## src/rtl/cond_pkg.sv

```systemverilog
// Shared definitions for the conditional-execution unit: condition codes and
// bit positions within the NZCV flag register and the flag-write request.
package cond_pkg;

  typedef enum logic [3:0] {
    EQ = 4'b0000,
    NE = 4'b0001,
    CS = 4'b0010,
    CC = 4'b0011,
    MI = 4'b0100,
    PL = 4'b0101,
    VS = 4'b0110,
    VC = 4'b0111,
    HI = 4'b1000,
    LS = 4'b1001,
    GE = 4'b1010,
    LT = 4'b1011,
    GT = 4'b1100,
    LE = 4'b1101,
    AL = 4'b1110,
    NV = 4'b1111
  } cond_e;

  localparam int FLAG_N = 0;
  localparam int FLAG_Z = 1;
  localparam int FLAG_C = 2;
  localparam int FLAG_V = 3;

  localparam int FW_NZ = 1;
  localparam int FW_CV = 0;

endpackage

```

## src/rtl/cond_check.sv

```systemverilog
// Combinational condition evaluator: decides whether an instruction's
// condition field passes against a given {V,C,Z,N} flag set.
module cond_check
  import cond_pkg::*;
(
  input  logic [3:0] cond_i,
  input  logic [3:0] flags_i,
  output logic       cond_ex_o,
  output logic       illegal_o
);

  logic  n, z, c, v;
  cond_e code;

  assign n    = flags_i[FLAG_N];
  assign z    = flags_i[FLAG_Z];
  assign c    = flags_i[FLAG_C];
  assign v    = flags_i[FLAG_V];
  assign code = cond_e'(cond_i);

  // NV is reserved: it never executes and is reported as illegal.
  always_comb begin
    cond_ex_o = 1'b0;
    illegal_o = 1'b0;
    case (code)
      EQ: cond_ex_o = z;
      NE: cond_ex_o = ~z;
      CS: cond_ex_o = c;
      CC: cond_ex_o = ~c;
      MI: cond_ex_o = n;
      PL: cond_ex_o = ~n;
      VS: cond_ex_o = v;
      VC: cond_ex_o = ~v;
      HI: cond_ex_o = c & ~z;
      LS: cond_ex_o = ~c | z;
      GE: cond_ex_o = (n == v);
      LT: cond_ex_o = (n != v);
      GT: cond_ex_o = ~z & (n == v);
      LE: cond_ex_o = z | (n != v);
      AL: cond_ex_o = 1'b1;
      NV: illegal_o = 1'b1;
      default: cond_ex_o = 1'b0;
    endcase
  end

endmodule

```

## src/rtl/cond_unit.sv

```systemverilog
// Conditional-execution unit: owns the architectural NZCV register, gates the
// write/branch controls by the condition and registers them for one stage.
module cond_unit
  import cond_pkg::*;
(
  input  logic       clk,
  input  logic       reset,
  input  logic       valid_i,
  input  logic       stall_i,
  input  logic [3:0] cond_i,
  input  logic [3:0] alu_flags_i,
  input  logic [1:0] flag_w_i,
  input  logic       reg_w_i,
  input  logic       mem_w_i,
  input  logic       pc_src_i,
  input  logic       no_write_i,
  output logic       valid_o,
  output logic       cond_ex_o,
  output logic       reg_write_o,
  output logic       mem_write_o,
  output logic       pc_src_o,
  output logic       illegal_o,
  output logic [3:0] flags_o
);

  logic [3:0] flags_q, flags_d;
  logic       valid_q, cond_ex_q, reg_write_q, mem_write_q, pc_src_q, illegal_q;
  logic       accept;
  logic       pass, illegal;

  cond_check u_check (
    .cond_i    (cond_i),
    .flags_i   (flags_q),
    .cond_ex_o (pass),
    .illegal_o (illegal)
  );

  assign accept = valid_i & ~stall_i;

  // Each flag group commits only for an accepted, executed instruction.
  always_comb begin
    flags_d = flags_q;
    if (accept && pass) begin
      if (flag_w_i[FW_NZ]) begin
        flags_d[FLAG_N] = alu_flags_i[FLAG_N];
        flags_d[FLAG_Z] = alu_flags_i[FLAG_Z];
      end
      if (flag_w_i[FW_CV]) begin
        flags_d[FLAG_C] = alu_flags_i[FLAG_C];
        flags_d[FLAG_V] = alu_flags_i[FLAG_V];
      end
    end
  end

  always_ff @(posedge clk) begin
    if (reset) begin
      flags_q     <= 4'b0000;
      valid_q     <= 1'b0;
      cond_ex_q   <= 1'b0;
      reg_write_q <= 1'b0;
      mem_write_q <= 1'b0;
      pc_src_q    <= 1'b0;
      illegal_q   <= 1'b0;
    end else if (!stall_i) begin
      flags_q     <= flags_d;
      valid_q     <= valid_i;
      cond_ex_q   <= valid_i & pass;
      reg_write_q <= valid_i & pass & reg_w_i & ~no_write_i;
      mem_write_q <= valid_i & pass & mem_w_i;
      pc_src_q    <= valid_i & pass & pc_src_i;
      illegal_q   <= valid_i & illegal;
    end
  end

  assign valid_o     = valid_q;
  assign cond_ex_o   = cond_ex_q;
  assign reg_write_o = reg_write_q;
  assign mem_write_o = mem_write_q;
  assign pc_src_o    = pc_src_q;
  assign illegal_o   = illegal_q;
  assign flags_o     = flags_q;

endmodule

```

## config.mk

```make
export PLATFORM = sky130hd
export DESIGN_NAME = cond_unit
export DESIGN_NICKNAME = d
export VERILOG_FILES = /design/src/rtl/cond_pkg.sv /design/src/rtl/cond_check.sv /design/src/rtl/cond_unit.sv
export SDC_FILE = /design/constraint.sdc
export NUM_CORES = 1
export LEC_CHECK = 0
export CAP_MARGIN = 20
export CORE_MARGIN = 2
export CORE_UTILIZATION = 35
export DETAILED_ROUTE_END_ITERATION = 10
export PLACE_DENSITY = 0.7
export SETUP_SLACK_MARGIN = 0.3
export SYNTH_ARGS = -nofsm -noshare
export SYNTH_HDL_FRONTEND = slang
export SYNTH_SLANG_ARGS = --single-unit
```

## constraint.sdc

```tcl
create_clock -name clk -period 5.45 [get_ports clk]
set_clock_uncertainty 0.2 [all_clocks]
set_input_delay 1.3625 -clock clk [delete_from_list [all_inputs] [get_ports clk]]
set_output_delay 1.3625 -clock clk [all_outputs]
set_load 0.01 [all_outputs]
```

==> flow_metrics.env <==
export IMPL_first_global_vias=551
export IMPL_r2r_start="flags_o[0]"
export IMPL_syn_nets=95
export IMPL_cts_buffers=3
export IMPL_clock_fmax_ghz=0.3123
export IMPL_cp_data_arrival_time_ps=3200
export IMPL_worstSetupEndpointType="flip-flop"
export IMPL_critPathMaxFanout=10
export IMPL_coreArea_um2=1727
export IMPL_dieHeight_um=46.78
export IMPL_clockBufferDepth=2
export IMPL_setup_violations=0
export IMPL_critPathLaunchType="input port"
export IMPL_worstPathCellList="clkdlybuf4s50_1 > mux2_2 > o32ai_1 > a31o_4 > o21a_2 > mux2i_1"
export IMPL_hpwl_um=1118
export IMPL_fin_hold_ws_ps=274.2
export IMPL_vdd_drop_max_mv=0.1294
export IMPL_synth_edff_count=0
export IMPL_yosysMostFrequentCell="dfxtp_1"
export IMPL_clkTransAtPathRegs_ps=70
export IMPL_ys_ff_latch=10
export IMPL_synthFlopType="dfxtp_1"
export IMPL_grt_setup_unrepaired="false"
export IMPL_final_cells=129
export IMPL_worstPathRequired_ps=5440
export IMPL_report_final_slew_viol_count=0
export IMPL_maxCapViolCount=0
export IMPL_ant_nets=0
export IMPL_overflow=0
export IMPL_grt_usage_pct=14.41
export IMPL_drive_above_1_share_pct=9.615
export IMPL_fillCellCount=164
export IMPL_post_route_drc_count=0
export IMPL_min_path_cells=2
export IMPL_path_class="input port to flip-flop"
export IMPL_ctsResizeCount=0
export IMPL_yosys_warnings=0
export IMPL_crit_start="cond_i[2]"
export IMPL_avgViaCountPerCell=4.884
export IMPL_hold_class="flip-flop to flip-flop"
export IMPL_antenna_cells=0
export IMPL_num_rows=15
export IMPL_routed_wl_um=1489
export IMPL_hold_start="pc_src_o"
export IMPL_globalplace_congestion=0.8149
export IMPL_cts_sinks=10
export IMPL_yosysTopAreaCell="dfxtp_1"
export IMPL_fin_crit_ps=3202
export IMPL_finalHoldViolCount=0
export IMPL_ios=28
export IMPL_clk_latency_ps=260
export IMPL_critical_path_max_stage_delay_ps=640
export IMPL_antenna_found_initial=0
export IMPL_yosysTopAreaCellShare_pct=31.25
export IMPL_ff2ff_path_depth=6
export IMPL_cp_slowest_cell="clkdlybuf4s50_1"
export IMPL_area_growth_pct=49.80
export IMPL_p_per_area_nw_per_um2=190.9
export IMPL_start_util_pct=37.10
export IMPL_grt_pass1_wl_um=2270
export IMPL_avgSynthCellArea_um2=8.320
export IMPL_cts_htree_levels=1
export IMPL_yosysSeqAreaShare_pct=31.25
export IMPL_syn_area_um2=640.6
export IMPL_finalCritPeriodShare_pct=58.75
export IMPL_dpl_cell_count=125
export IMPL_die_area_um2=2188
export IMPL_grt_start_max_net_pins=15
export IMPL_tns_ps=0
export IMPL_finalInstanceArea_um2=959.7
export IMPL_cts_hold_buf=0
export IMPL_dpl_instance_area_um2=923.4
export IMPL_cts_tree="done"
export IMPL_synth_commonest_cells="10 x dfxtp_1, 8 x nand2_1, 8 x nand2b_1, 6 x nor2_1"
export IMPL_slew_headroom_pct=74.11
export IMPL_async_flop_share_pct=0
export IMPL_synth_top_cells_by_area="dfxtp_1 31%, mux2i_1 7.8%, nand2b_1 7.8%"
export IMPL_cts_root_buffer="clkbuf_4"
export IMPL_status="finished, final reports clean"
export IMPL_worst_slew_pin_slew_ps=387.1
export IMPL_wire_per_inst_um=11.54
export IMPL_drtPass1Iterations=4
export IMPL_port_buffers=27
export IMPL_vias=630
export IMPL_final_nets=123
export IMPL_drt_iter0_drc=6
export IMPL_cellLeakagePower_nw=0.3415
export IMPL_cts_setup_buffers=0
export IMPL_die_x_um=46.78
export IMPL_syn_inst=77
export IMPL_synth_cell_types=28
[final cells by class]
cell class | instances | area, µm² | share of cell area (%)
well taps | 25 | 31.28 | 3.259
clock buffers | 4 | 36.28 | 3.781
flip-flops and latches | 10 | 200.2 | 20.86
repair buffers | 27 | 270.3 | 28.16
multi-input cells | 62 | 417.9 | 43.55
inverters | 1 | 3.754 | 0.3911
[registers in the layout (all words and copies together), names as in the netlist]
| name | cells |
|---|---|
| flags_o | 4 |
| cond_ex_o | 1 |
| illegal_o | 1 |
| mem_write_o | 1 |
| pc_src_o | 1 |
| reg_write_o | 1 |
| valid_o | 1 |
[final timing paths]
kind           endpoint  slack (ps)
max          flags_o[3]        2250
min            pc_src_o         270
max reg2reg  flags_o[3]        3540
min reg2reg    pc_src_o         270
[logic make-up (layout without fill, tap and decap cells)]
| group | Yosys count | count (layout) | share of synthesized area, % |
|---|---|---|---|
| XOR/XNOR | 3 | 3 | 4.102 |
| multiplexers | 6 | 6 | 9.570 |
| AND/OR/NAND/NOR | 32 | 32 | 27.74 |
| AO/OA/AOI/OAI | 21 | 21 | 23.83 |
| flip-flops | 10 | 10 | 31.25 |
| buffers and inverters | 5 | 32 | 3.514 |
[layout by cell type, fill, tap and decap left out, drive strengths merged]
cell           instances
clkdlybuf4s50         27
dfxtp                 10
nand2b                 8
nand2                  8
nor2                   6
o21ai                  5
a21oi                  5
mux2i                  5
nor2b                  4
clkbuf                 4
xnor2                  3
o21a                   3
a211oi                 2
a21o                   2
a22oi                  2
inv                    1
nand3b                 1
nor4                   1
mux2                   1
and4b                  1
o32ai                  1
nor4bb                 1
and3b                  1
a31o                   1
or2b                   1
[where the power goes]
group | internal, mW | total (mW) | switching, mW
logic | 0.0239 | 0.0393 | 0.0154
clock network | 0.0406 | 0.0664 | 0.0259
registers | 0.0753 | 0.0775 | 0.00215
[routing by layer]
metal  routed length (µm)  share of wire [%]  GRT usage (%)  up-vias
met3                   66                4.4          2.308        2
met1                  706                 47          19.29      284
met5                    0                  0              0        -
li1                     -                  -              -      325
met4                   11               0.74          6.667        0
met2                  704                 47          22.74       19
[through the flow]
| step | utilization [%] | power (mW) | setup slack, ps |
|---|---|---|---|
| after floorplan | - | 0.09836 | 2565 |
| after global placement | 53.48 | 0.1182 | 2022 |
| after detailed placement | 53.48 | 0.1183 | 1983 |
| after CTS | 55.58 | 0.1846 | 2246 |
| after global routing | 55.58 | 0.1928 | 2073 |
| final | 55.58 | 0.1832 | 2248 |
[worst max-delay path, delay by kind of cell]
| family | cells | cell delay [ps] |
|---|---|---|
| multiplexers | 2 | 530 |
| AO/OA/AOI/OAI | 3 | 660 |
| buffers and inverters | 1 | 640 |
(Power assumes the default switching activity.)
